File: src/rtl/clock_time_setter.sv
// Front-panel time/date setter: debounced mode/inc/dec keys walk an edit FSM over shadow
// hour/minute/day/month registers, with auto-repeat, edit timeout, blink and a one-cycle load strobe.
module clock_time_setter #(
  parameter int DB_SAMPLES   = 4,
  parameter int REPEAT_DELAY = 16,
  parameter int REPEAT_RATE  = 4,
  parameter int TIMEOUT      = 1024,
  parameter int BLINK_HALF   = 8
) (
  input  logic       reset,
  input  logic       clock,
  input  logic       tick,
  input  logic       key_mode,
  input  logic       key_inc,
  input  logic       key_dec,
  input  logic [4:0] cur_hour,
  input  logic [5:0] cur_minute,
  input  logic [4:0] cur_day,
  input  logic [3:0] cur_month,
  output logic [4:0] set_hour,
  output logic [5:0] set_minute,
  output logic [4:0] set_day,
  output logic [3:0] set_month,
  output logic       load,
  output logic       run_enable,
  output logic [2:0] edit_field,
  output logic       blink
);

  localparam int DBW = $clog2(DB_SAMPLES + 1);
  localparam int RW  = $clog2(REPEAT_DELAY + 1);
  localparam int TW  = $clog2(TIMEOUT + 1);
  localparam int BW  = $clog2(BLINK_HALF + 1);

  typedef enum logic [2:0] {
    S_RUN    = 3'd0,
    S_HOUR   = 3'd1,
    S_MINUTE = 3'd2,
    S_DAY    = 3'd3,
    S_MONTH  = 3'd4,
    S_COMMIT = 3'd5
  } state_t;

  state_t state;

  // key index: 0 = mode, 1 = inc, 2 = dec
  logic [2:0]     raw;
  logic [2:0]     lvl;
  logic [2:0]     lvl_d;
  logic [DBW-1:0] db_cnt [3];
  logic [RW-1:0]  rep_cnt [1:2];
  logic [2:1]     rep_hit;
  logic [2:1]     rep_q;
  logic [2:0]     evt;
  logic [TW-1:0]  to_cnt;
  logic [BW-1:0]  blink_cnt;

  assign raw = {key_dec, key_inc, key_mode};

  function automatic logic [5:0] wrap_step(input logic [5:0] v, input logic [5:0] top,
                                           input logic up);
    if (up) return (v == top) ? 6'd0 : v + 6'd1;
    else    return (v == 6'd0) ? top : v - 6'd1;
  endfunction

  always_ff @(posedge clock or negedge reset) begin
    if (!reset) begin
      for (int k = 0; k < 3; k++) db_cnt[k] <= '0;
      lvl   <= '0;
      lvl_d <= '0;
    end else begin
      lvl_d <= lvl;
      if (tick) begin
        for (int k = 0; k < 3; k++) begin
          if (raw[k] == lvl[k]) begin
            db_cnt[k] <= '0;
          end else if (db_cnt[k] == DBW'(DB_SAMPLES - 1)) begin
            lvl[k]    <= raw[k];
            db_cnt[k] <= '0;
          end else begin
            db_cnt[k] <= db_cnt[k] + 1'b1;
          end
        end
      end
    end
  end

  always_comb begin
    rep_hit = '0;
    for (int k = 1; k <= 2; k++)
      rep_hit[k] = tick && lvl[k] && (rep_cnt[k] == RW'(REPEAT_DELAY - 1));
  end

  // Repeat hits are delayed one cycle so they line up with press pulses.
  always_ff @(posedge clock or negedge reset) begin
    if (!reset) begin
      for (int k = 1; k <= 2; k++) rep_cnt[k] <= '0;
      rep_q <= '0;
      evt   <= '0;
    end else begin
      for (int k = 1; k <= 2; k++) begin
        if (!lvl[k])         rep_cnt[k] <= '0;
        else if (rep_hit[k]) rep_cnt[k] <= RW'(REPEAT_DELAY - REPEAT_RATE);
        else if (tick)       rep_cnt[k] <= rep_cnt[k] + 1'b1;
      end
      rep_q  <= rep_hit;
      evt[0] <= lvl[0] & ~lvl_d[0];
      evt[1] <= (lvl[1] & ~lvl_d[1]) | rep_q[1];
      evt[2] <= (lvl[2] & ~lvl_d[2]) | rep_q[2];
    end
  end

  always_ff @(posedge clock or negedge reset) begin
    if (!reset) begin
      state      <= S_RUN;
      run_enable <= 1'b1;
      load       <= 1'b0;
      blink      <= 1'b0;
      edit_field <= 3'd0;
      set_hour   <= '0;
      set_minute <= '0;
      set_day    <= '0;
      set_month  <= '0;
      to_cnt     <= '0;
      blink_cnt  <= '0;
    end else begin
      case (state)
        S_RUN: begin
          run_enable <= 1'b1;
          load       <= 1'b0;
          blink      <= 1'b0;
          edit_field <= 3'd0;
          to_cnt     <= '0;
          blink_cnt  <= '0;
          if (evt[0]) begin
            set_hour   <= cur_hour;
            set_minute <= cur_minute;
            set_day    <= cur_day;
            set_month  <= cur_month;
            run_enable <= 1'b0;
            edit_field <= 3'd1;
            state      <= S_HOUR;
          end
        end
        S_COMMIT: begin
          load       <= 1'b0;
          run_enable <= 1'b1;
          edit_field <= 3'd0;
          state      <= S_RUN;
        end
        default: begin
          if (tick) begin
            if (blink_cnt == BW'(BLINK_HALF - 1)) begin
              blink_cnt <= '0;
              blink     <= ~blink;
            end else begin
              blink_cnt <= blink_cnt + 1'b1;
            end
          end
          if (evt[0]) begin
            to_cnt <= '0;
            if (state == S_MONTH) begin
              state      <= S_COMMIT;
              load       <= 1'b1;
              blink      <= 1'b0;
              blink_cnt  <= '0;
              edit_field <= 3'd0;
            end else begin
              state      <= state_t'(state + 3'd1);
              edit_field <= edit_field + 3'd1;
            end
          end else if (|evt) begin
            to_cnt <= '0;
            if (evt[1] ^ evt[2]) begin
              case (state)
                S_HOUR:   set_hour   <= 5'(wrap_step({1'b0, set_hour}, 6'd23, evt[1]));
                S_MINUTE: set_minute <= wrap_step(set_minute, 6'd59, evt[1]);
                S_DAY:    set_day    <= 5'(wrap_step({1'b0, set_day}, 6'd30, evt[1]));
                default:  set_month  <= 4'(wrap_step({2'b0, set_month}, 6'd11, evt[1]));
              endcase
            end
          end else if (tick) begin
            if (to_cnt == TW'(TIMEOUT - 1)) begin
              // abandon the edit: shadow values stay, no load
              state      <= S_RUN;
              run_enable <= 1'b1;
              edit_field <= 3'd0;
              blink      <= 1'b0;
              blink_cnt  <= '0;
              to_cnt     <= '0;
            end else begin
              to_cnt <= to_cnt + 1'b1;
            end
          end
        end
      endcase
    end
  end

endmodule

File: config.mk
export PLATFORM = sky130hd
export DESIGN_NAME = clock_time_setter
export DESIGN_NICKNAME = d
export VERILOG_FILES = /design/src/rtl/clock_time_setter.sv
export SDC_FILE = /design/constraint.sdc
export NUM_CORES = 1
export LEC_CHECK = 0
export ABC_AREA = 1
export BUFFER_PORTS_ARGS = -buffer_cell sky130_fd_sc_hd__buf_2
export CORE_MARGIN = 2
export CORE_UTILIZATION = 40
export DETAILED_ROUTE_END_ITERATION = 8
export SYNTH_ARGS = -nofsm -noshare
export SYNTH_HDL_FRONTEND = slang
export SYNTH_SLANG_ARGS = --single-unit
export TNS_END_PERCENT = 50
File: constraint.sdc
create_clock -name clock -period 3.43 [get_ports clock]
set_clock_uncertainty 0.15 [all_clocks]
set_input_delay 0.343 -clock clock [delete_from_list [all_inputs] [get_ports clock]]
set_output_delay 0.343 -clock clock [all_outputs]
set_load 0.05 [all_outputs]
==> Yosys cells after proc, flatten, opt, wreduce, memory -nomap -nowiden <==
Index checks and enable logic that the tools add are counted.
W data, S select, Z words.
{ "op_classes": {"n_reduce_logical": 38, "bitwise_logic": 14, "add_sub_neg": 17, "eq_ne": 28, "muxes": 89} }
{ "ops": {"columns": ["op", "n"], "rows": [
  ["$mux W5", 22],
  ["$mux W4", 15],
  ["$mux W6", 8],
  ["$mux W11", 4],
  ["$mux W3", 14],
  ["$reduce_and A6 Y1", 4],
  ["$pmux W11 S2", 1],
  ["$add A5 B1 Y5 const B", 4],
  ["$pmux W5 S2", 2],
  ["$mux W1", 16],
  ["$pmux W4 S2", 2],
  ["$add A3 B1 Y3 const B", 5],
  ["$eq A3 B2 Y1 const B", 5],
  ["$reduce_bool A2 Y1", 7],
  ["$pmux W3 S2", 2],
  ["$pmux W6 S2", 1],
  ["$reduce_and A3 Y1", 4],
  ["$reduce_bool A3 Y1", 4],
  ["$reduce_bool A4 Y1", 3],
  ["$add A11 B1 Y11 const B", 1],
  ["$eq A11 B10 Y1 const B", 1],
  ["$eq A5 B4 Y1 const B", 2],
  ["$eq A5 B5 Y1 const B", 2],
  ["$logic_not A5 Y1", 2],
  ["29 further kinds", 55]
]} }
{ "word_totals": {"wordCells": 208, "register_bits": 74, "input_bits": 26, "output_inout_bits": 26} }

==> Longest topological paths before layout <==
{ "depth": {"word_depth": 8, "depth_mapped": 13, "ltp_nobuf": 11} }

==> Least setup slack after synthesis <==
OpenSTA, ideal clock, no wires.
{ "synth_timing": {"kind": "reg2reg", "start": "register state[0]", "end": "register set_minute[0]", "arrival_ns": 1.904, "n_path_buf": 2, "synth_period_minus_slack_ns": 2.176, "setup_ns": 0.122, "required_time_ns": 3.158, "path_stages_with_launch": 14, "setup_slack_ns": 1.254, "cell_sequence": "dfrtp_1 > inv_1 > ha_1 > nand2_4 > buf_6 > inv_4 > buf_6 > ha_1 > nand2_4 > clkinv_1 > nand2_4 > inv_2 > o211ai_2 > nand2_1"} }
{ "synth_via": {"elab_chain_cells": 3, "elab_cells_between_ends": 9, "classes_between": "4 x eq/ne; 1 x mux; 1 x bitwise; 3 x reduce/logical"} }
{ "synth_rtl": {"columns": ["item", "line_no", "text"], "rows": [
  ["from (decl)", "44", "state_t state;"],
  ["from (signal assigned)", "169", "state <= state_t'(state + 3'd1);"],
  ["$eq A3 B2 Y1 (tied with other cells)", "175", "case (state)"],
  ["$reduce_bool A2 Y1 (no source line) (tied with other cells)", null, null],
  ["$reduce_and A6 Y1 (no source line)", null, null],
  ["to (signal assigned)", "137", "set_minute <= cur_minute;"],
  ["to (signal assigned)", "177", "S_MINUTE: set_minute <= wrap_step(set_minute, 6'd59, evt[1]);"],
  ["to (decl)", "21", "output logic [5:0] set_minute,"]
]} }
Several ways; a longest one is shown, not always the timed one.
A chain may end at the register's enable or synchronous reset.

==> Worst setup path after layout <==
Same ends and word-level chain as after synthesis.

==> impl_metrics.py <==
metrics = {
    "power": {
        "power_density_mw_per_mm2": 975,
        "peakVddDrop_uv": 339,
        "p_leak_nw": 2.88,
    },
    "critical_path": {
        "critPathRequiredTime_ns": 3.49,
        "cp_max_fo": 29,
        "critPathLaunch": "state[0]",
        "cp_top_family": "adder cells",
        "rrSetupSlack_ns": 0.94,
        "path_buf_inv": 4,
        "crit_top_cell": "nand2_4",
        "slowest_delay_ns": 0.40,
        "crit-reg2reg-launch": "state[0]",
        "regToRegEndpoint": "set_minute[0]",
        "start_kind": "register",
        "path_class": "reg -> reg",
        "rr_worst_depth": 11,
        "endpoint_kind": "register",
        "arrival_ns": 2.55,
        "crit_chain": "inv_1, ha_1, nand2_4, inv_4, ha_1, nand2_4, clkinv_1, nand2_4, inv_2, o211ai_2, nand2_1",
        "crit_path_top_delay_cell": "dfrtp_1",
    },
    "grt": {
        "grtUsageMet2_pct": 28.5,
        "overflow": 0,
        "grt_most_used_layer": "met2",
        "grt_pass1_vias": 4005,
        "use_met1_pct": 22.7,
        "met3_usage_pct": 4.09,
        "grt_usage_pct": 17.6,
        "grt_pass1_wl_um": 18400,
        "grt_max_degree": 75,
        "antenna_found_initial": 0,
    },
    "timing": {
        "min_period_ns": 2.49,
        "hold_violations": 0,
        "setup_viol": 0,
        "slew_headroom_pct": 34.8,
        "worst_slack_ns": 0.943,
        "rsz0062_at_grt": "false",
        "fin_setup_tns_ns": 0,
        "max_freq_mhz": 402,
        "worst_pin_slew_ns": 0.978,
        "period_share_pct": 72.5,
        "slew_violations": 0,
    },
    "yosys": {
        "synth_xor_area_share_pct": 3.63,
        "yosys.area_share.adder_pct": 7.01,
        "yosysMostFrequentCell": "nand2_1",
        "yosysTopAreaCell": "dfrtp_1",
        "synthTopCellsByArea": "dfrtp_1 (38%), nand2_1 (13%), ha_1 (7.0%)",
        "synth_compound_area_share_pct": 11.4,
        "netlist_instances": 643,
        "synthesis.nets": 696,
        "synth_edf_count": 0,
        "yosysUniqueCellTypes": 46,
        "synthesis.area_mm2": 0.00482,
        "ys_warn_count": 0,
        "synth_top_cell_area_share_pct": 37.9,
        "synth_area_per_cell_um2": 7.50,
        "synth_top_family_by_area": "simple AND/OR/NAND/NOR gates",
        "synthTopCellsByCount": "nand2_1 (167), inv_1 (79), dfrtp_1 (73)",
        "synthMuxAreaShare_pct": 0,
        "ys.flop_type": "dfrtp_1",
        "ys_seq_area_share_pct": 38.4,
        "synthArstFlopShare_pct": 100,
        "synthSimpleGateAreaFrac_pct": 30.8,
        "ys_seq_elements": 74,
    },
    "floorplanning": {
        "dieArea_mm2": 0.0129,
        "start_util_pct": 40.5,
        "rows": 40,
        "die_w_um": 114,
        "io_pins": 52,
        "coreArea_mm2": 0.0119,
        "die-height_um": 114,
    },
    "placed_design": {
        "dpl.cell_count": 831,
        "portBuffers": 51,
        "dp_hpwl_um": 7560,
        "place.gp.congestion": 0.823,
        "placed_area_mm2": 0.00519,
        "dp_slack_ns": 0.933,
    },
    "detailed_routing": {
        "num_vias": 4263,
        "drtPass1Iterations": 4,
        "antenna_left": 0,
        "drc_errors": 0,
        "drt_iter0_markers": 283,
        "wirelength_um": 10700,
        "routed_via_density": 5.04,
        "wl_per_cell_um": 12.6,
    },
    "clock_tree": {
        "root_buffer": "clkbuf_16",
        "cts_made_buffers": 9,
        "path_clk_slew_ns": 0.06,
        "cts_setup_buffers": 0,
        "clkSinkCount": 74,
        "cts_max_path_buffers": 2,
        "clock_latency_ns": 0.34,
        "ctsHoldBuffers": 0,
        "cts_tree": "yes",
        "ctsResizeCount": 0,
        "cts_max_level": 3,
    },
    "final_layout": {
        "nNetsFinal": 748,
        "syn_to_final_growth_pct": 13.9,
        "antennaDiodeCount": 0,
        "stdcell_count": 846,
        "drive_gt1_share_pct": 14.7,
        "fin_util_pct": 46.1,
        "finalInstanceArea_mm2": 0.00549,
    },
    "worst_hold_path": {
        "worstHoldPathType": "in -> async",
    },
    "flow_run": {
        "drv_cap": 0,
    },
    "outcome": {
        "run_status": "completed",
    },
}
## final cells by class
class                      count  area (um^2)
clock buffer                  11          253
clock inverter                 4         51.3
fill                        1207         6420
inverter                      88          335
multi-input combinational    469         2550
sequential                    74         1850
tap                          147          184
timing repair buffer          53          270
## layer usage
layer / routed length (um) / part of all wire (%) / vias to the layer above
met2: 5000 / 47 / 81
met1: 5040 / 47 / 1981
met4: 163 / 1.5 / 0
li1: - / - / 2184
met3: 466 / 4.4 / 17
met5: 0 / 0 / -
## layout by cell type (no fill, tap or decap), drive strengths merged, types with 8 or more instances in the layout
| master | Yosys | final |
|---|---|---|
| buf | 12 | 53 |
| dfrtp | 73 | 73 |
| clkbuf | 0 | 11 |
| nor3 | 8 | 8 |
| nor2 | 72 | 72 |
| o21ai | 42 | 42 |
| a21oi | 17 | 17 |
| nand3 | 64 | 64 |
| inv | 87 | 87 |
| ha | 27 | 27 |
| nand2 | 180 | 180 |
| xor2 | 16 | 16 |
## metrics by stage
step | hold slack, ns | power, mW
5_1_grt | 0.107 | 5.82
3_3_place_gp | 0.239 | 4.33
3_5_place_dp | 0.249 | 4.41
2_1_floorplan | -0.103 | 3.82
4_1_cts | 0.0920 | 5.39
6_report | 0.0789 | 5.35
## how the worst max path moves through the flow
stage                    end  cells after the start
6_report       set_minute[0]                     11
5_1_grt        set_minute[0]                     11
4_1_cts        set_minute[0]                     11
3_5_place_dp   set_minute[0]                     11
3_3_place_gp   set_minute[0]                     11
2_1_floorplan  set_minute[0]                     13
## sequential cells by signal, summed over array words and instances (netlist names)
register / cells
to_cnt: 11
rep_cnt: 10
evt: 3
set_hour: 5
blink: 1
set_minute: 6
load: 1
lvl_d: 3
lvl: 3
state: 3
db_cnt: 9
run_enable: 1
blink_cnt: 4
rep_q: 2
set_month: 4
set_day: 5
edit_field: 3
## power breakdown
part	switching, mW	internal [mW]
logic	1.98	0.909
clock network	0.369	0.599
registers	0.334	1.16
total	2.69	2.67
## cells by family after synthesis
logic type,Yosys count
simple gates,335
buf+inv,100
compound gates,87
flops,74
fa+ha+maj,27
xor+xnor,20
Note: power is estimated with default switching activity, not from simulation.
